<file path="src/rtl/csi2_test_pattern_gen_if.sv">
// Parallel-video bundle between the test-pattern source and the p2b pixel-to-byte path.
// The master side is the pattern generator; the slave side is its consumer/controller.
interface csi2_test_pattern_gen_if #(
  parameter int unsigned PIX_WIDTH    = 10,
  parameter int unsigned NUM_PIX_LANE = 2
);
  logic                              enable_i;
  logic [1:0]                        mode_i;
  logic                              fv_o;
  logic                              lv_o;
  logic                              dvalid_o;
  logic [PIX_WIDTH*NUM_PIX_LANE-1:0] pixdata_o;
  logic                              frame_done_o;
  logic [15:0]                       frame_cnt_o;
  logic                              busy_o;

  modport master (
    input  enable_i, mode_i,
    output fv_o, lv_o, dvalid_o, pixdata_o, frame_done_o, frame_cnt_o, busy_o
  );

  modport slave (
    output enable_i, mode_i,
    input  fv_o, lv_o, dvalid_o, pixdata_o, frame_done_o, frame_cnt_o, busy_o
  );
endinterface

</file>
<file path="src/rtl/csi2_test_pattern_gen.sv">
// Parametrised parallel-video test-pattern source feeding the CSI-2 pixel-to-byte path.
// Produces fv/lv/dvalid/pixdata frames with configurable geometry and blanking, four
// run-time patterns, a completed-frame counter and an optional per-session frame limit.
module csi2_test_pattern_gen #(
  parameter int unsigned PIX_WIDTH    = 10,
  parameter int unsigned NUM_PIX_LANE = 2,
  parameter int unsigned H_ACTIVE     = 1280,
  parameter int unsigned V_ACTIVE     = 720,
  parameter int unsigned H_BLANK      = 64,
  parameter int unsigned FV_SETUP     = 8,
  parameter int unsigned FV_HOLD      = 8,
  parameter int unsigned V_BLANK      = 200,
  parameter int unsigned FRAME_LIMIT  = 0
) (
  input  logic                    pix_clk_i,
  input  logic                    reset_n_i,
  csi2_test_pattern_gen_if.master vid_if
);

  localparam int unsigned HCycles = H_ACTIVE / NUM_PIX_LANE;
  // One shared cycle counter serves every state, so size it for the longest phase.
  localparam int unsigned CntW    = $clog2(HCycles + H_BLANK + FV_SETUP + FV_HOLD + V_BLANK);
  localparam int unsigned LineW   = $clog2(V_ACTIVE + 1);
  localparam int unsigned LimW    = $clog2(FRAME_LIMIT + 2);
  localparam int unsigned PixBits = PIX_WIDTH * NUM_PIX_LANE;

  typedef enum logic [2:0] {
    StIdle, StSetup, StActive, StHblank, StHold, StVblank
  } state_e;

  state_e               r_state, w_state_d;
  logic [CntW-1:0]      r_cnt, w_cnt_d;
  logic [LineW-1:0]     r_line, w_line_d;
  logic [1:0]           r_mode, w_mode_d;
  logic [PIX_WIDTH-1:0] r_fc_val, w_fc_val_d;
  logic [15:0]          r_frame_cnt, w_frame_cnt_d;
  logic [LimW-1:0]      r_lim_cnt, w_lim_cnt_d;
  logic                 r_lim_block, w_lim_block_d;
  logic                 w_done_d;
  logic                 w_lim_hit;
  logic [PixBits-1:0]   w_pixdata_d;
  logic [31:0]          w_x;
  logic                 w_ybit;
  logic [PIX_WIDTH-1:0] w_val;

  logic                 r_fv, r_lv, r_busy, r_done;
  logic [PixBits-1:0]   r_pixdata;

  assign w_lim_hit = (FRAME_LIMIT != 0) && (r_lim_cnt == LimW'(FRAME_LIMIT));

  // Next-state logic: frame sequencing, line/cycle counting, mode latching and limits.
  always_comb begin
    w_state_d     = r_state;
    w_cnt_d       = r_cnt + 1'b1;
    w_line_d      = r_line;
    w_mode_d      = r_mode;
    w_fc_val_d    = r_fc_val;
    w_frame_cnt_d = r_frame_cnt;
    w_lim_cnt_d   = r_lim_cnt;
    w_lim_block_d = r_lim_block;
    w_done_d      = 1'b0;
    unique case (r_state)
      StIdle: begin
        w_cnt_d = '0;
        if (!vid_if.enable_i) begin
          // A low enable ends a limited session and re-arms the next one.
          w_lim_block_d = 1'b0;
        end else if (!r_lim_block) begin
          w_state_d   = StSetup;
          w_line_d    = '0;
          w_mode_d    = vid_if.mode_i;
          w_fc_val_d  = PIX_WIDTH'(r_frame_cnt);
          w_lim_cnt_d = '0;
        end
      end
      StSetup: begin
        if (r_cnt == CntW'(FV_SETUP - 1)) begin
          w_state_d = StActive;
          w_cnt_d   = '0;
        end
      end
      StActive: begin
        if (r_cnt == CntW'(HCycles - 1)) begin
          w_cnt_d   = '0;
          w_state_d = (r_line == LineW'(V_ACTIVE - 1)) ? StHold : StHblank;
        end
      end
      StHblank: begin
        if (r_cnt == CntW'(H_BLANK - 1)) begin
          w_state_d = StActive;
          w_cnt_d   = '0;
          w_line_d  = r_line + 1'b1;
        end
      end
      StHold: begin
        if (r_cnt == CntW'(FV_HOLD - 1)) begin
          w_state_d     = StVblank;
          w_cnt_d       = '0;
          w_done_d      = 1'b1;
          w_frame_cnt_d = r_frame_cnt + 16'd1;
          if (FRAME_LIMIT != 0) begin
            w_lim_cnt_d = r_lim_cnt + 1'b1;
          end
        end
      end
      StVblank: begin
        if (r_cnt == CntW'(V_BLANK - 1)) begin
          w_cnt_d       = '0;
          w_lim_block_d = w_lim_hit;
          if (vid_if.enable_i && !w_lim_hit) begin
            w_state_d  = StSetup;
            w_line_d   = '0;
            w_mode_d   = vid_if.mode_i;
            // r_frame_cnt already includes the frame that just finished.
            w_fc_val_d = PIX_WIDTH'(r_frame_cnt);
          end else begin
            w_state_d = StIdle;
          end
        end
      end
      default: begin
        w_state_d = StIdle;
        w_cnt_d   = '0;
      end
    endcase
  end

  // Pixel generation for the upcoming cycle, so pixdata registers alongside lv.
  always_comb begin
    w_pixdata_d = '0;
    w_x         = '0;
    w_ybit      = 1'b0;
    w_val       = '0;
    if (w_state_d == StActive) begin
      for (int k = 0; k < NUM_PIX_LANE; k++) begin
        w_x    = 32'(w_cnt_d) * NUM_PIX_LANE + 32'(k);
        w_ybit = ((32'(w_line_d) >> 3) & 32'd1) != 32'd0;
        unique case (w_mode_d)
          2'd0:    w_val = PIX_WIDTH'(((w_x * 32'd8) / H_ACTIVE) << (PIX_WIDTH - 3));
          2'd1:    w_val = PIX_WIDTH'(w_x);
          2'd2:    w_val = (w_x[3] ^ w_ybit) ? '1 : '0;
          default: w_val = w_fc_val_d;
        endcase
        w_pixdata_d[k*PIX_WIDTH +: PIX_WIDTH] = w_val;
      end
    end
  end

  // State, counters and registered outputs; reset clears everything, even mid-frame.
  always_ff @(posedge pix_clk_i or negedge reset_n_i) begin
    if (!reset_n_i) begin
      r_state     <= StIdle;
      r_cnt       <= '0;
      r_line      <= '0;
      r_mode      <= '0;
      r_fc_val    <= '0;
      r_frame_cnt <= '0;
      r_lim_cnt   <= '0;
      r_lim_block <= 1'b0;
      r_fv        <= 1'b0;
      r_lv        <= 1'b0;
      r_busy      <= 1'b0;
      r_done      <= 1'b0;
      r_pixdata   <= '0;
    end else begin
      r_state     <= w_state_d;
      r_cnt       <= w_cnt_d;
      r_line      <= w_line_d;
      r_mode      <= w_mode_d;
      r_fc_val    <= w_fc_val_d;
      r_frame_cnt <= w_frame_cnt_d;
      r_lim_cnt   <= w_lim_cnt_d;
      r_lim_block <= w_lim_block_d;
      r_fv        <= (w_state_d != StIdle) && (w_state_d != StVblank);
      r_lv        <= (w_state_d == StActive);
      r_busy      <= (w_state_d != StIdle);
      r_done      <= w_done_d;
      r_pixdata   <= w_pixdata_d;
    end
  end

  assign vid_if.fv_o         = r_fv;
  assign vid_if.lv_o         = r_lv;
  assign vid_if.dvalid_o     = r_lv;
  assign vid_if.pixdata_o    = r_pixdata;
  assign vid_if.frame_done_o = r_done;
  assign vid_if.frame_cnt_o  = r_frame_cnt;
  assign vid_if.busy_o       = r_busy;

endmodule

</file>
<file path="src/flat_wrapper.sv">
// flat-port wrapper written by rule: the top's interface ports become plain ports
module csi2_test_pattern_gen_flat 
#(
  parameter int unsigned PIX_WIDTH    = 10,
  parameter int unsigned NUM_PIX_LANE = 2,
  parameter int unsigned H_ACTIVE     = 1280,
  parameter int unsigned V_ACTIVE     = 720,
  parameter int unsigned H_BLANK      = 64,
  parameter int unsigned FV_SETUP     = 8,
  parameter int unsigned FV_HOLD      = 8,
  parameter int unsigned V_BLANK      = 200,
  parameter int unsigned FRAME_LIMIT  = 0
)
  (pix_clk_i, reset_n_i, vid_if_enable_i, vid_if_mode_i, vid_if_fv_o, vid_if_lv_o, vid_if_dvalid_o, vid_if_pixdata_o, vid_if_frame_done_o, vid_if_frame_cnt_o, vid_if_busy_o);
  csi2_test_pattern_gen_if #(.PIX_WIDTH(PIX_WIDTH), .NUM_PIX_LANE(NUM_PIX_LANE)) vid_if_i ();
  input  logic pix_clk_i;
  input  logic reset_n_i;
  input wire logic [$bits(vid_if_i.enable_i)-1:0] vid_if_enable_i;
  input wire logic [$bits(vid_if_i.mode_i)-1:0] vid_if_mode_i;
  output wire logic [$bits(vid_if_i.fv_o)-1:0] vid_if_fv_o;
  output wire logic [$bits(vid_if_i.lv_o)-1:0] vid_if_lv_o;
  output wire logic [$bits(vid_if_i.dvalid_o)-1:0] vid_if_dvalid_o;
  output wire logic [$bits(vid_if_i.pixdata_o)-1:0] vid_if_pixdata_o;
  output wire logic [$bits(vid_if_i.frame_done_o)-1:0] vid_if_frame_done_o;
  output wire logic [$bits(vid_if_i.frame_cnt_o)-1:0] vid_if_frame_cnt_o;
  output wire logic [$bits(vid_if_i.busy_o)-1:0] vid_if_busy_o;
  assign vid_if_i.enable_i = vid_if_enable_i;
  assign vid_if_i.mode_i = vid_if_mode_i;
  assign vid_if_fv_o = vid_if_i.fv_o;
  assign vid_if_lv_o = vid_if_i.lv_o;
  assign vid_if_dvalid_o = vid_if_i.dvalid_o;
  assign vid_if_pixdata_o = vid_if_i.pixdata_o;
  assign vid_if_frame_done_o = vid_if_i.frame_done_o;
  assign vid_if_frame_cnt_o = vid_if_i.frame_cnt_o;
  assign vid_if_busy_o = vid_if_i.busy_o;
  csi2_test_pattern_gen #(.PIX_WIDTH(PIX_WIDTH), .NUM_PIX_LANE(NUM_PIX_LANE), .H_ACTIVE(H_ACTIVE), .V_ACTIVE(V_ACTIVE), .H_BLANK(H_BLANK), .FV_SETUP(FV_SETUP), .FV_HOLD(FV_HOLD), .V_BLANK(V_BLANK), .FRAME_LIMIT(FRAME_LIMIT)) u_core (.pix_clk_i(pix_clk_i), .reset_n_i(reset_n_i), .vid_if(vid_if_i));
endmodule
</file>
<file path="config.mk">
export PLATFORM = sky130hd
export DESIGN_NAME = csi2_test_pattern_gen_flat
export DESIGN_NICKNAME = d
export VERILOG_FILES = /design/src/rtl/csi2_test_pattern_gen_if.sv /design/src/rtl/csi2_test_pattern_gen.sv /design/src/flat_wrapper.sv
export SDC_FILE = /design/constraint.sdc
export NUM_CORES = 1
export LEC_CHECK = 0
export ABC_AREA = 1
export CAP_MARGIN = 25
export CORE_ASPECT_RATIO = 0.75
export CORE_MARGIN = 1.5
export CORE_UTILIZATION = 40
export DETAILED_ROUTE_END_ITERATION = 12
export PLACE_DENSITY = 0.67
export REMOVE_ABC_BUFFERS = 1
export SETUP_SLACK_MARGIN = 0.1
export SLEW_MARGIN = 20
export SYNTH_ARGS = -nofsm -noshare
export SYNTH_HDL_FRONTEND = slang
export SYNTH_SLANG_ARGS = --single-unit
export TNS_END_PERCENT = 100
</file>
<file path="constraint.sdc">
create_clock -name pix_clk_i -period 3.99 [get_ports pix_clk_i]
set_clock_uncertainty 0.05 [all_clocks]
set_input_delay 0.399 -clock pix_clk_i [delete_from_list [all_inputs] [get_ports pix_clk_i]]
set_output_delay 0.399 -clock pix_clk_i [all_outputs]
set_load 0.01 [all_outputs]
</file>
# --- Yosys cells after proc, flatten, opt, wreduce, memory -nomap -nowiden ---
# Cells that the tools add are included.
totals:
  regBits: 76
  inputBits: 5
  output_inout_bits: 41
  elab_cells: 92
classes:
  addsub: 4
  n_div: 2
  n_eq_ne: 20
  mux: 41
  bitwise: 2
  n_reduce_logical: 10
op_table:
  columns: ["op", "n"]
  rows:
  - ["two-way mux 10 bit", 15]
  - ["one-hot mux 10 bit (3 select lines)", 3]
  - ["one-hot mux 10 bit (4 select lines)", 1]
  - ["divider 14 x 11 -> 32 bit, second input constant", 1]
  - ["divider 32 x 11 -> 32 bit, second input constant", 1]
  - ["two-way mux 3 bit", 8]
  - ["adder 10 x 1 -> 10 bit, second input constant", 2]
  - ["equality test 10 bit, second input constant", 2]
  - ["two-way mux 20 bit", 1]
  - ["one-hot mux 10 bit (2 select lines)", 1]
  - ["one-hot mux 3 bit (6 select lines)", 1]
  - ["adder 16 x 1 -> 16 bit, second input constant", 1]
  - ["adder 11 x 1 -> 12 bit, second input constant", 1]
  - ["equality test 10 x 3 -> 1 bit, second input constant", 1]
  - ["equality test 10 x 6 -> 1 bit, second input constant", 1]
  - ["equality test 10 x 8 -> 1 bit, second input constant", 1]
  - ["equality test 3 x 2 -> 1 bit, second input constant", 3]
  - ["two-way mux 2 bit", 4]
  - ["!= test 2 bit, second input constant", 4]
  - ["equality test 3 bit, second input constant", 2]
  - ["AND reduction 6 bit", 1]
  - ["nonzero test 3 bit", 2]
  - ["two-way mux 1 bit", 5]
  - ["!= test 2 x 1 -> 1 bit, second input constant", 2]
  - ["other kinds (14)", 15]

# --- Longest topological paths before layout ---
# Gate-level depths: netlist (run 1).
depth:
  word_depth: 8
  ltp_mapped: 24
  ltp_nobuf: 24

# --- Worst setup path after synthesis (run 1) ---
# OpenSTA, ideal clock, no wires.
synth_timing:
  kind: "flip-flop to flip-flop"
  from: "register u_core.r_cnt[0]"
  to: "register u_core.r_pixdata[18], in the netlist u_core.vid_if.pixdata_o[18]"
  setup_ns: 0.130
  arrival_time_ns: 2.717
  required_time_ns: 3.810
  setup_slack_ns: 1.093
  stages_incl_launch_ff: 18
  n_path_buf: 0
  period_less_slack_ns: 2.897
  cell_sequence: "dfrtp_1 > ha_1 > nand3_2 > nor2_4 > nand2_2 > nand2_2 > nand2_4 > nor2_4 > nor2_2 > ha_1 > o21ai_4 > nand3_2 > nand2_1 > nand2_2 > nor2_4 > nand3_4 > a221oi_1 > nor2_1"
synth_via:
  elab_cells_between_ends: 33
  classes_between: "add/sub: 2; div: 1; eq/ne: 7; mux: 21; bitwise: 1; reduce/logical: 1"
synth_lines:
  columns: ["item", "line_no", "rtl"]
  rows:
  - ["start, declared", "csi2_test_pattern_gen.sv:32", "logic [CntW-1:0] r_cnt, w_cnt_d;"]
  - ["start signal, assigned", "csi2_test_pattern_gen.sv:167", "r_cnt <= w_cnt_d;"]
  - ["adder 10 x 1 -> 10 bit, or another cell as far along", "csi2_test_pattern_gen.sv:54", "w_cnt_d = r_cnt + 1'b1;"]
  - ["two-way mux 10 bit (on tied branches)", null, null]
  - ["one-hot mux 10 bit (4 select lines) *", "csi2_test_pattern_gen.sv:62", "unique case (r_state)"]
  - ["via u_core.w_cnt_d[9]", "csi2_test_pattern_gen.sv:32", null]
  - ["adder 11 x 1 -> 12 bit *", "csi2_test_pattern_gen.sv:136", "w_x = 32'(w_cnt_d) * NUM_PIX_LANE + 32'(k);"]
  - ["divider 32 x 11 -> 32 bit *", "csi2_test_pattern_gen.sv:139", "2'd0: w_val = PIX_WIDTH'(((w_x * 32'd8) / H_ACTIVE) << (PIX_WIDTH - 3));"]
  - ["one-hot mux 10 bit (3 select lines) *", "csi2_test_pattern_gen.sv:138", "unique case (w_mode_d)"]
  - ["two-way mux 20 bit *", "csi2_test_pattern_gen.sv:134", "if (w_state_d == StActive) begin"]
  - ["via u_core.w_pixdata_d[18]", "csi2_test_pattern_gen.sv:41", "logic [PixBits-1:0] w_pixdata_d;"]
  - ["end signal, assigned", "csi2_test_pattern_gen.sv:178", "r_pixdata <= w_pixdata_d;"]
  - ["end, declared", "csi2_test_pattern_gen.sv:47", "logic [PixBits-1:0] r_pixdata;"]
# The timed path passes the listed nets; every way through them passes the cells marked *. The select of a mux whose other input is x is not followed.
# A chain may end at the register's enable or synchronous reset.

# --- Final worst setup path (run 1) ---
layout_timing:
  from: "register u_core.r_cnt[0]"
  to: "register u_core.r_pixdata[19], in the netlist u_core.vid_if.pixdata_o[19]"
layout_via:
  elab_cells_between_ends: 33
  classes_between: "add/sub: 2; div: 1; eq/ne: 7; mux: 21; bitwise: 1; reduce/logical: 1"
layout_lines:
  columns: ["item", "line_no", "rtl"]
  rows:
  - ["equality test 10 x 8 -> 1 bit *", "csi2_test_pattern_gen.sv:107", "if (r_cnt == CntW'(V_BLANK - 1)) begin"]
  - ["two-way mux 2 bit *", "csi2_test_pattern_gen.sv:107", null]
  - ["one-hot mux 2 bit (2 select lines) *", "csi2_test_pattern_gen.sv:62", null]
  - ["via u_core.w_mode_d[0]", "csi2_test_pattern_gen.sv:34", "logic [1:0] r_mode, w_mode_d;"]
  - ["equality test 2 bit, or another cell as far along", "csi2_test_pattern_gen.sv:138", null]
  - ["one-hot mux 10 bit (3 select lines) *", "csi2_test_pattern_gen.sv:138", null]
  - ["two-way mux 20 bit *", "csi2_test_pattern_gen.sv:134", null]
  - ["via u_core.w_pixdata_d[19]", "csi2_test_pattern_gen.sv:41", null]
# Marked as above.

==> metrics, run 1 <==
Gate Count Post-Synth 449; Worst Path Required a little over 4 ns; Num CTS Buffers 9; Hold Buf Count CTS 0; Clock Latency Late Sink around 0.33 ns; first-pass GRT wire length 14.5 mm; Filler cells 844; Final ANT Viol Nets 0; CP most frequent cell nand2_1; Die Wd 114 um; sequential share of power between 40% and 50%; TritonRoute pass-1 iters 4; Clock Root Buffer clkbuf_16; period utilization 84.4%; crit path launch type flip-flop; Crit path largest cell delay 0.41 ns; Die Footprint 9900 um2; sequential element share of the synthesized area 46.4%; Worst Reg2Reg Path Length in Cells 18; status completed; syn avg cell area 8.29 um2; aggregate global-route resource usage about a fifth; Mapped Area approximately 3700 um2; worst reg2reg path endpoint u_core.vid_if.pixdata_o[19]; Starting Density 41.2%; gr ovfl total 0; share of layout cells above drive strength 1 12.6%; CP delay by family, top simple AND/OR/NAND/NOR gates; Comb power frac 1.2%; port bufs 45; max_cap viols 0; Final setup viols 0; wire per inst about 14 um; starting DRC count in detailed routing around 200; Finished Layout Cells 628; Max VDD drop 0.224 mV; vias in the first global route between 2000 and 3000; sw frac 19.5%; Worst R2R Start u_core.r_cnt[0]; Ys Warns 0; TritonCTS clock tree yes; CTS resizes 0; crit path capture type flip-flop; static leakage 2.33 nW; Max Slew Vio Count 0; Layout Nets 505; antenna cell count 0; CTS clk-pin slew, worst paths 0.05 ns; Slew HR between 40% and 50%; drt via density between 4 and 5; Area Growth Syn to Fin 22.6%; post-CTS setup buffer count 0; CP arrival 3.52 ns; critical path, cell by cell ha_1, nand3_1, nor2_1, nand2_1, nand2_1, nand2_4, inv_2, nand2_2, inv_2, nand2_2, clkinv_2, nand2_1, and2_1, inv_2, nand2_1, nand2_2, a221oi_1, nor2_1; H-Tree Level Count 3; Final GP Congestion 0.885; Synth cell types 44; Sink Count between 60 and 70; clk buf depth 2; most common cell after layout, fill and taps aside nand2_1; DP Wirelength 6.51 mm; unrepaired setup endpoints after global routing no; EDFF count, synth 0; Worst-Margin Slew 0.850 ns; Cell Int Power 0.00122 W; #FFs+latches synth between 60 and 70; Routed Wire Length 8.49 mm; setup tns final 0 ns; most frequent cells in the layout 100 x nand2_1, 69 x dfrtp_1, 54 x inv_1; largest net degree at the start of global routing 39; power per cell area 331 nW/um2; Post-route DRC 0; Crit Path Max Fanout 21; min Tclk post-route 3.37 ns; min-delay worst type primary input to asynchronous set/reset pin; Achievable Freq 297 MHz; initial antenna violation count 0; IO Pins 46; Buf/Inv on CP 4; Clk pwr share 52.4%; ys async rst share between 90% and 100%; area of the core approximately 9000 um2; # rows 30; Crit Path Class flip-flop to flip-flop; final core occ 50.5%; Hold Vio Cnt, Final 0; reg2reg setup slack 0.62 ns; CP max stage cell dfrtp_1; Vias ~3100; Synth Flop Type dfrtp_1; Cells after DPL 613; Die Ht approximately 87 um; switching power 0.000295 W
==> stage by stage <==
step | worst slack, ns | hold WS, ns | area, um2 | power (W)
floorplan | 1.09 | 0.0534 | 3650 | 0.000713
finish | 0.624 | 0.117 | 4560 | 0.00151
CTS | 0.644 | 0.154 | 4560 | 0.00153
global placement | 0.814 | 0.405 | 4260 | 0.000731
detailed placement | 0.664 | 0.414 | 4260 | 0.000732
global route | 0.201 | 0.202 | 4560 | 0.00156
==> synth_stat cells (all sizes together), types with 2 or more instances <==
cell type / instances / area [um2]
a21boi: 2 / 15.0
a21oi: 14 / 70.1
a221oi: 2 / 17.5
and2: 2 / 12.5
buf: 9 / 68.8
clkinv: 2 / 10.0
dfrtp: 69 / 1730
ha: 4 / 50.1
inv: 66 / 248
nand2: 111 / 459
nand3: 28 / 193
nand3b: 2 / 15.0
nand4: 12 / 75.1
nor2: 52 / 243
nor3: 7 / 45.0
nor4: 2 / 12.5
o211ai: 6 / 45.0
o21ai: 29 / 160
o22ai: 2 / 12.5
xor2: 18 / 165
==> layer usage <==
metal	global-route usage (%)	part of all wire, %
met1	26.5	49
met2	29.0	45
met3	4.55	5.3
met4	5.57	0.77
met5	0	0
==> logic make-up (layout without fill, tap and decap cells) <==
| logic type | after synthesis | after routing | share of synthesized area, % |
|---|---|---|---|
| mux | 1 | 1 | 0.302 |
| compound gates | 60 | 60 | 9.74 |
| flops | 69 | 69 | 46.4 |
| buf+inv | 78 | 129 | 8.87 |
| fa+ha+maj | 4 | 4 | 1.34 |
| xor+xnor | 19 | 19 | 4.67 |
| simple gates | 218 | 218 | 28.7 |
==> sequential cells by signal, indices dropped and copies added, names as in the netlist <==
name	flops
u_core.vid_if.frame_cnt_o	16
u_core.r_cnt	10
u_core.vid_if.fv_o	1
u_core.vid_if.busy_o	1
u_core.vid_if.frame_done_o	1
u_core.r_line	10
u_core.vid_if.pixdata_o	14
u_core.vid_if.dvalid_o	1
u_core.r_fc_val	10
u_core.r_mode	2
u_core.r_state	3
==> power by group through the flow <==
stage / combinational, W / sequential, W / clock, W
3_3_place_gp: 0.0000187 / 0.000713 / 0
6_report: 0.0000178 / 0.000700 / 0.000792
2_1_floorplan: 0.000000303 / 0.000713 / 0
3_5_place_dp: 0.0000190 / 0.000713 / 0
5_1_grt: 0.0000212 / 0.000700 / 0.000839
4_1_cts: 0.0000192 / 0.000700 / 0.000809
==> cell type report <==
type / count / area, um2 / area share [%]
Clock buffer: 11 / 253 / 5.54
Multi-Input combinational cell: 302 / 1670 / 36.5
Sequential cell: 69 / 1730 / 37.8
Inverter: 68 / 258 / 5.65
Clock inverter: 4 / 47.5 / 1.04
Timing Repair Buffer: 46 / 453 / 9.92
Tap cell: 128 / 160 / 3.51
==> worst max-delay path by stage <==
stage	start	cells past startpoint	to	slack [ns]
after floorplan	u_core.r_cnt[0]	17	u_core.vid_if.pixdata_o[18]	1.09
after global placement	u_core.r_cnt[0]	18	u_core.vid_if.pixdata_o[9]	0.81
after detailed placement	u_core.r_cnt[0]	18	u_core.vid_if.pixdata_o[9]	0.66
after CTS	u_core.r_cnt[0]	18	u_core.vid_if.pixdata_o[19]	0.64
after global routing	u_core.r_cnt[0]	18	u_core.vid_if.pixdata_o[19]	0.20
final	u_core.r_cnt[0]	18	u_core.vid_if.pixdata_o[19]	0.62
No activity file was read; power rests on OpenSTA's default activity.
==> run 2, diff against run 1 <==
clock period = 3.4 ns   (was 3.99 ns; I/O delays follow)
==> run 2 against run 1 <==
Compared with the run above:
- non-clock buffer count is 5 higher
- critical path depth is 5 higher
- global-route usage is 0.35 points lower
- clock-buffer cell count is 2 lower
- largest power group unchanged
- highest routed layer unchanged
==> metrics, run 2 (synthesized netlist as in run 1, its figures left out) <==
Num CTS Buffers 9; period utilization between 80% and 90%; min-delay worst type primary input to asynchronous set/reset pin; gr ovfl total 0; Crit Path Max Fanout 8; Final setup viols 0; met2 wire length 3.78 mm; antenna cell count 0; CP arrival 3.17 ns; Vias 3074; H-Tree Level Count 3; Final ANT Viol Nets 0; initial antenna violation count 0; Crit Path Class flip-flop to flip-flop; Hold Buf Count CTS 0; most frequent cells in the layout 98 x nand2_1, 69 x dfrtp_1, 54 x inv_1; share of layout cells above drive strength 1 between 15 and 20%; unrepaired setup endpoints after global routing no; Max Slew Vio Count 0; TritonRoute pass-1 iters 5; Post-route DRC 0; Starting Density 41.2%; largest net degree at the start of global routing 70; CP max stage cell dfrtp_1; Max VDD drop 0.210 mV; starting DRC count in detailed routing 209; vias in the first global route 2945; Worst Path Required 3.54 ns; max reg flops 16; crit path capture type flip-flop; Achievable Freq 330 MHz; Die Footprint 9900 um2; wire per inst 13.4 um; area of the core 9050 um2; Highest Signal Layer met4; Sink Count 69; Worst-Margin Slew 0.866 ns; clk buf depth 2; CTS clk-pin slew, worst paths approximately 0.06 ns; port bufs 45; Clock Latency Late Sink 0.33 ns; min Tclk post-route ~3.0 ns; Overall Power 0.00200 W; WL met3 around 290 um; Layout Nets between 500 and 600; Die Ht 86.6 um; # rows 30; DP Wirelength 6.27 mm; Crit path largest cell delay approximately 0.4 ns; first-pass GRT wire length 14.3 mm; crit path launch type flip-flop; DRT met1 WL roughly 4.3 mm; TritonCTS clock tree yes; final core occ 52.3%; drt via density 4.85; placed inst area 4290 um2; aggregate global-route resource usage 18.5%; most common cell after layout, fill and taps aside nand2_1; Final GP Congestion 0.914; IO Pins 46; Slew HR 42.2%; Routed Wire Length 8.47 mm; status completed; static leakage 2.38 nW; Hold Vio Cnt, Final 0; fin area 4730 um2; critical path, cell by cell ha_4, nand3_2, nor2_4, nand2_2, nand2_2, nand2_4, inv_2, nand2_2, o21ai_4, inv_2, ha_4, o21ai_4, nand3_2, nand2_1, nand2_1, inv_2, nand2_4, nand3b_1, nand2_1, inv_1, nand4_1, nand2_1, a21oi_1; Clock Root Buffer clkbuf_16; max_cap viols 0; setup tns final 0 ns; CP most frequent cell nand2_1; Area Growth Syn to Fin 27.0%; Die Wd 114 um; power per cell area 422 nW/um2
run 2: power by group:
group	internal (W)	leakage, nW	switching [W]	total (W)
sequential	0.000821	0.887	0	0.000821
combinational	0.00000423	1.32	0.0000165	0.0000207
clock	0.000794	0.176	0.000360	0.00115
run 2: repair_timing:
item | 4_1_cts | 5_1_grt
resized for setup | 0 | 10
setup buffers | 0 | 2
endpoints found under the setup margin | 0 | 14
run 2: metal layers:
| metal | track usage [%] | up-vias |
|---|---|---|
| met1 | 26.4 | 1443 |
| met4 | 4.66 | 0 |
| met3 | 3.57 | 5 |
| li1 | - | 1553 |
| met2 | 29.0 | 73 |
| met5 | 0 | - |
run 2: worst max-delay path, delay by kind of cell (launching register included):
kind	cells	cell delay, ns
compound gates	3	0.39
fa+ha+maj	2	0.41
buf+inv	4	0.31
flops	1	0.40
simple gates	14	1.34
run 2: through the flow:
step	setup slack [ns]	hold WS, ns	instances
floorplan	0.503	-0.00559	439
global placement	0.320	0.407	616
detailed placement	0.145	0.412	616
CTS	0.115	0.192	632
global route	0.112	0.246	634
finish	0.367	0.156	634
run 2: path summary, 6_finish.rpt:
kind / startpoint / endpoint / slack [ns] / depth (start not counted)
worst max register to register: u_core.r_cnt[0] / u_core.vid_if.pixdata_o[17] / 0.37 / 23
worst min register to register: u_core.vid_if.frame_cnt_o[15] / u_core.vid_if.frame_cnt_o[15] / 0.42 / 1
worst min-delay path: reset_n_i / u_core.vid_if.frame_cnt_o[15] / 0.16 / 2
max in group asynchronous: reset_n_i / u_core.vid_if.frame_cnt_o[7] / 2.58 / 2
min in group pix_clk_i: u_core.vid_if.frame_cnt_o[15] / u_core.vid_if.frame_cnt_o[15] / 0.42 / 1
worst max-delay path: u_core.r_cnt[0] / u_core.vid_if.pixdata_o[17] / 0.37 / 23
run 2: layout make-up:
| type | count | area [um2] |
|---|---|---|
| Clock inverter | 7 | 145 |
| Fill cell | 836 | 4320 |
| Multi-Input combinational cell | 302 | 1720 |
| Sequential cell | 69 | 1730 |
| Inverter | 68 | 258 |
| Timing Repair Buffer | 51 | 490 |
| Clock buffer | 9 | 225 |
| Tap cell | 128 | 160 |
==> run 3, diff against run 2 <==
--- a/config.mk
+++ b/config.mk
@@ -9,3 +9,3 @@
 export CAP_MARGIN = 25
-export CORE_ASPECT_RATIO = 0.75
+export CORE_ASPECT_RATIO = 1.1
 export CORE_MARGIN = 1.5
--- a/constraint.sdc
+++ b/constraint.sdc
@@ -4,2 +4,2 @@
 set_output_delay 0.34 -clock pix_clk_i [all_outputs]
-set_load 0.01 [all_outputs]
+set_load 0.005 [all_outputs]
==> run 3 against run 2 <==
Compared with the run above:
- core utilization shrank 0.96 points
- sequential share of layout area grew 1.0 points
- routed wire length is essentially flat
- non-clock buffer count grew 8
- first-iteration DRC count grew 2.9%
- final cell count shrank 0.95%
- sequential power is essentially flat
- worst setup slack lost 0.047 ns
- clock power shrank 42%
- combinational power grew 9.7%
- die area is essentially flat
==> metrics, run 3 (synthesized netlist as in run 1, its figures left out) <==
most common cell after layout, fill and taps aside nand2_1; Achievable Freq roughly 320 MHz; crit path capture type flip-flop; Starting Density 41.5%; initial antenna violation count 0; vias in the first global route 3081; Die Ht 104 um; status completed; antenna cell count 0; drt via density 5.08; Die Footprint 9900 um2; Final GP Congestion 0.986; Layout Nets 518; first-pass GRT wire length approximately 14 mm; setup tns final 0 ns; unrepaired setup endpoints after global routing yes; min Tclk post-route 3.08 ns; Vias 3189; area of the multi-input gates 1720 um2; # rows 36; starting DRC count in detailed routing 215; most frequent cells in the layout 98 x nand2_1, 69 x dfrtp_1, 54 x inv_1; pre-CTS setup slack 0.176 ns; Crit Path Max Fanout 8; period utilization 90.6%; Final Worst Setup Slack 0.320 ns; Routed Wire Length 8.46 mm; gr ovfl total 0; Max Slew Vio Count 0; Hold Worst Slack 0.423 ns; Hold Vio Cnt, Final 0; H-Tree Level Count 3; aggregate global-route resource usage between 10% and 20%; TritonCTS clock tree yes; IO Pins 46; Num CTS Buffers 9; Crit Path Class flip-flop to flip-flop; CP arrival about 3.3 ns; Final ANT Viol Nets 0; Worst Path Required 3.59 ns; Clock Root Buffer clkbuf_8; power per cell area 329 nW/um2; area of the core between 8000 and 9000 um2; Post-route DRC 0; share of layout cells above drive strength 1 16.3%; Die Wd ~95 um; Final setup viols 0; min-delay worst type primary input to asynchronous set/reset pin; port bufs 45; Clock Latency Late Sink 0.36 ns; Worst-Margin Slew 0.726 ns; TritonRoute pass-1 iters 5; clk buf depth 2; Filler cells 840; Slew HR 51.0%; max_cap viols 0; FF/Latch Area 1730 um2; Max VDD drop 0.178 mV; wire per inst 13.5 um; crit path launch type flip-flop; Area Growth Syn to Fin 23.6%; CTS clk-pin slew, worst paths around 0.080 ns; largest net degree at the start of global routing 34; Sink Count 69; static leakage 2.35 nW; max reg flops 16; DP Wirelength 6.31 mm
## run 3: per-stage QoR
step                      utilization (%)  instances  power [W]  instance area (um2)
after floorplan                         -        439   0.000837                 3650
after global placement               47.8        604   0.000859                 4280
after detailed placement             47.8        604   0.000859                 4280
after CTS                            50.1        621    0.00153                 4490
after global routing                 51.3        628    0.00157                 4600
final                                51.3        628    0.00151                 4600
## run 3: metal layers
layer	vias to the layer above	track usage (%)	routed length, um
li1	1568	-	-
met1	1513	22.8	3650
met2	82	30.0	4140
met3	26	4.09	376
met4	0	10.0	293
met5	-	0	0
## run 3: worst max-delay path, cell delays in order, from the launching register on
cell	delay [ns]
dfrtp_1	0.43
ha_4	0.18
nand3_2	0.12
nor2_4	0.15
nand2_2	0.09
nand2_2	0.09
nand2_4	0.08
inv_2	0.08
nand2_2	0.09
o21ai_4	0.10
inv_2	0.09
ha_4	0.23
o21ai_4	0.23
nand3_2	0.16
nand2_1	0.10
nand2_2	0.07
nor2_4	0.13
nand3_4	0.10
a221oi_1	0.32
nor2_1	0.08
## run 3: final cells by class
type / instances / share of cell area, %
flip-flops and latches: 69 / 37.5
clock inverters: 7 / 1.60
repair buffers: 59 / 12.0
clock buffers: 9 / 2.69
well taps: 114 / 3.10
inverters: 68 / 5.60
multi-input cells: 302 / 37.4
## run 3: worst paths after layout
kind	slack [ns]	cells past startpoint	to	start
min in group pix_clk_i	0.43	2	u_core.r_fc_val[9]	u_core.r_fc_val[9]
max in group asynchronous	2.07	3	u_core.r_fc_val[3]	reset_n_i
worst max register to register	0.32	19	u_core.vid_if.pixdata_o[18]	u_core.r_cnt[0]
worst min-delay path	0.42	2	u_core.r_cnt[6]	reset_n_i
worst max-delay path	0.32	19	u_core.vid_if.pixdata_o[18]	u_core.r_cnt[0]
worst min register to register	0.43	2	u_core.r_fc_val[9]	u_core.r_fc_val[9]
## run 3: report_power, final
| part | total (W) | internal (W) | switching [W] |
|---|---|---|---|
| sequential | 0.000820 | 0.000820 | 0 |
| clock | 0.000669 | 0.000340 | 0.000329 |
| combinational | 0.0000227 | 0.00000577 | 0.0000170 |
| total | 0.00151 | 0.00117 | 0.000346 |
## run 3: timing repair
| action | in CTS | in global routing |
|---|---|---|
| hold buffers | 1 | 0 |
| endpoints found under the setup margin | 0 | 6 |
| resized for setup | 0 | 11 |
| buffers inserted | 0 | 7 |
| endpoints found under the hold margin | 20 | 0 |
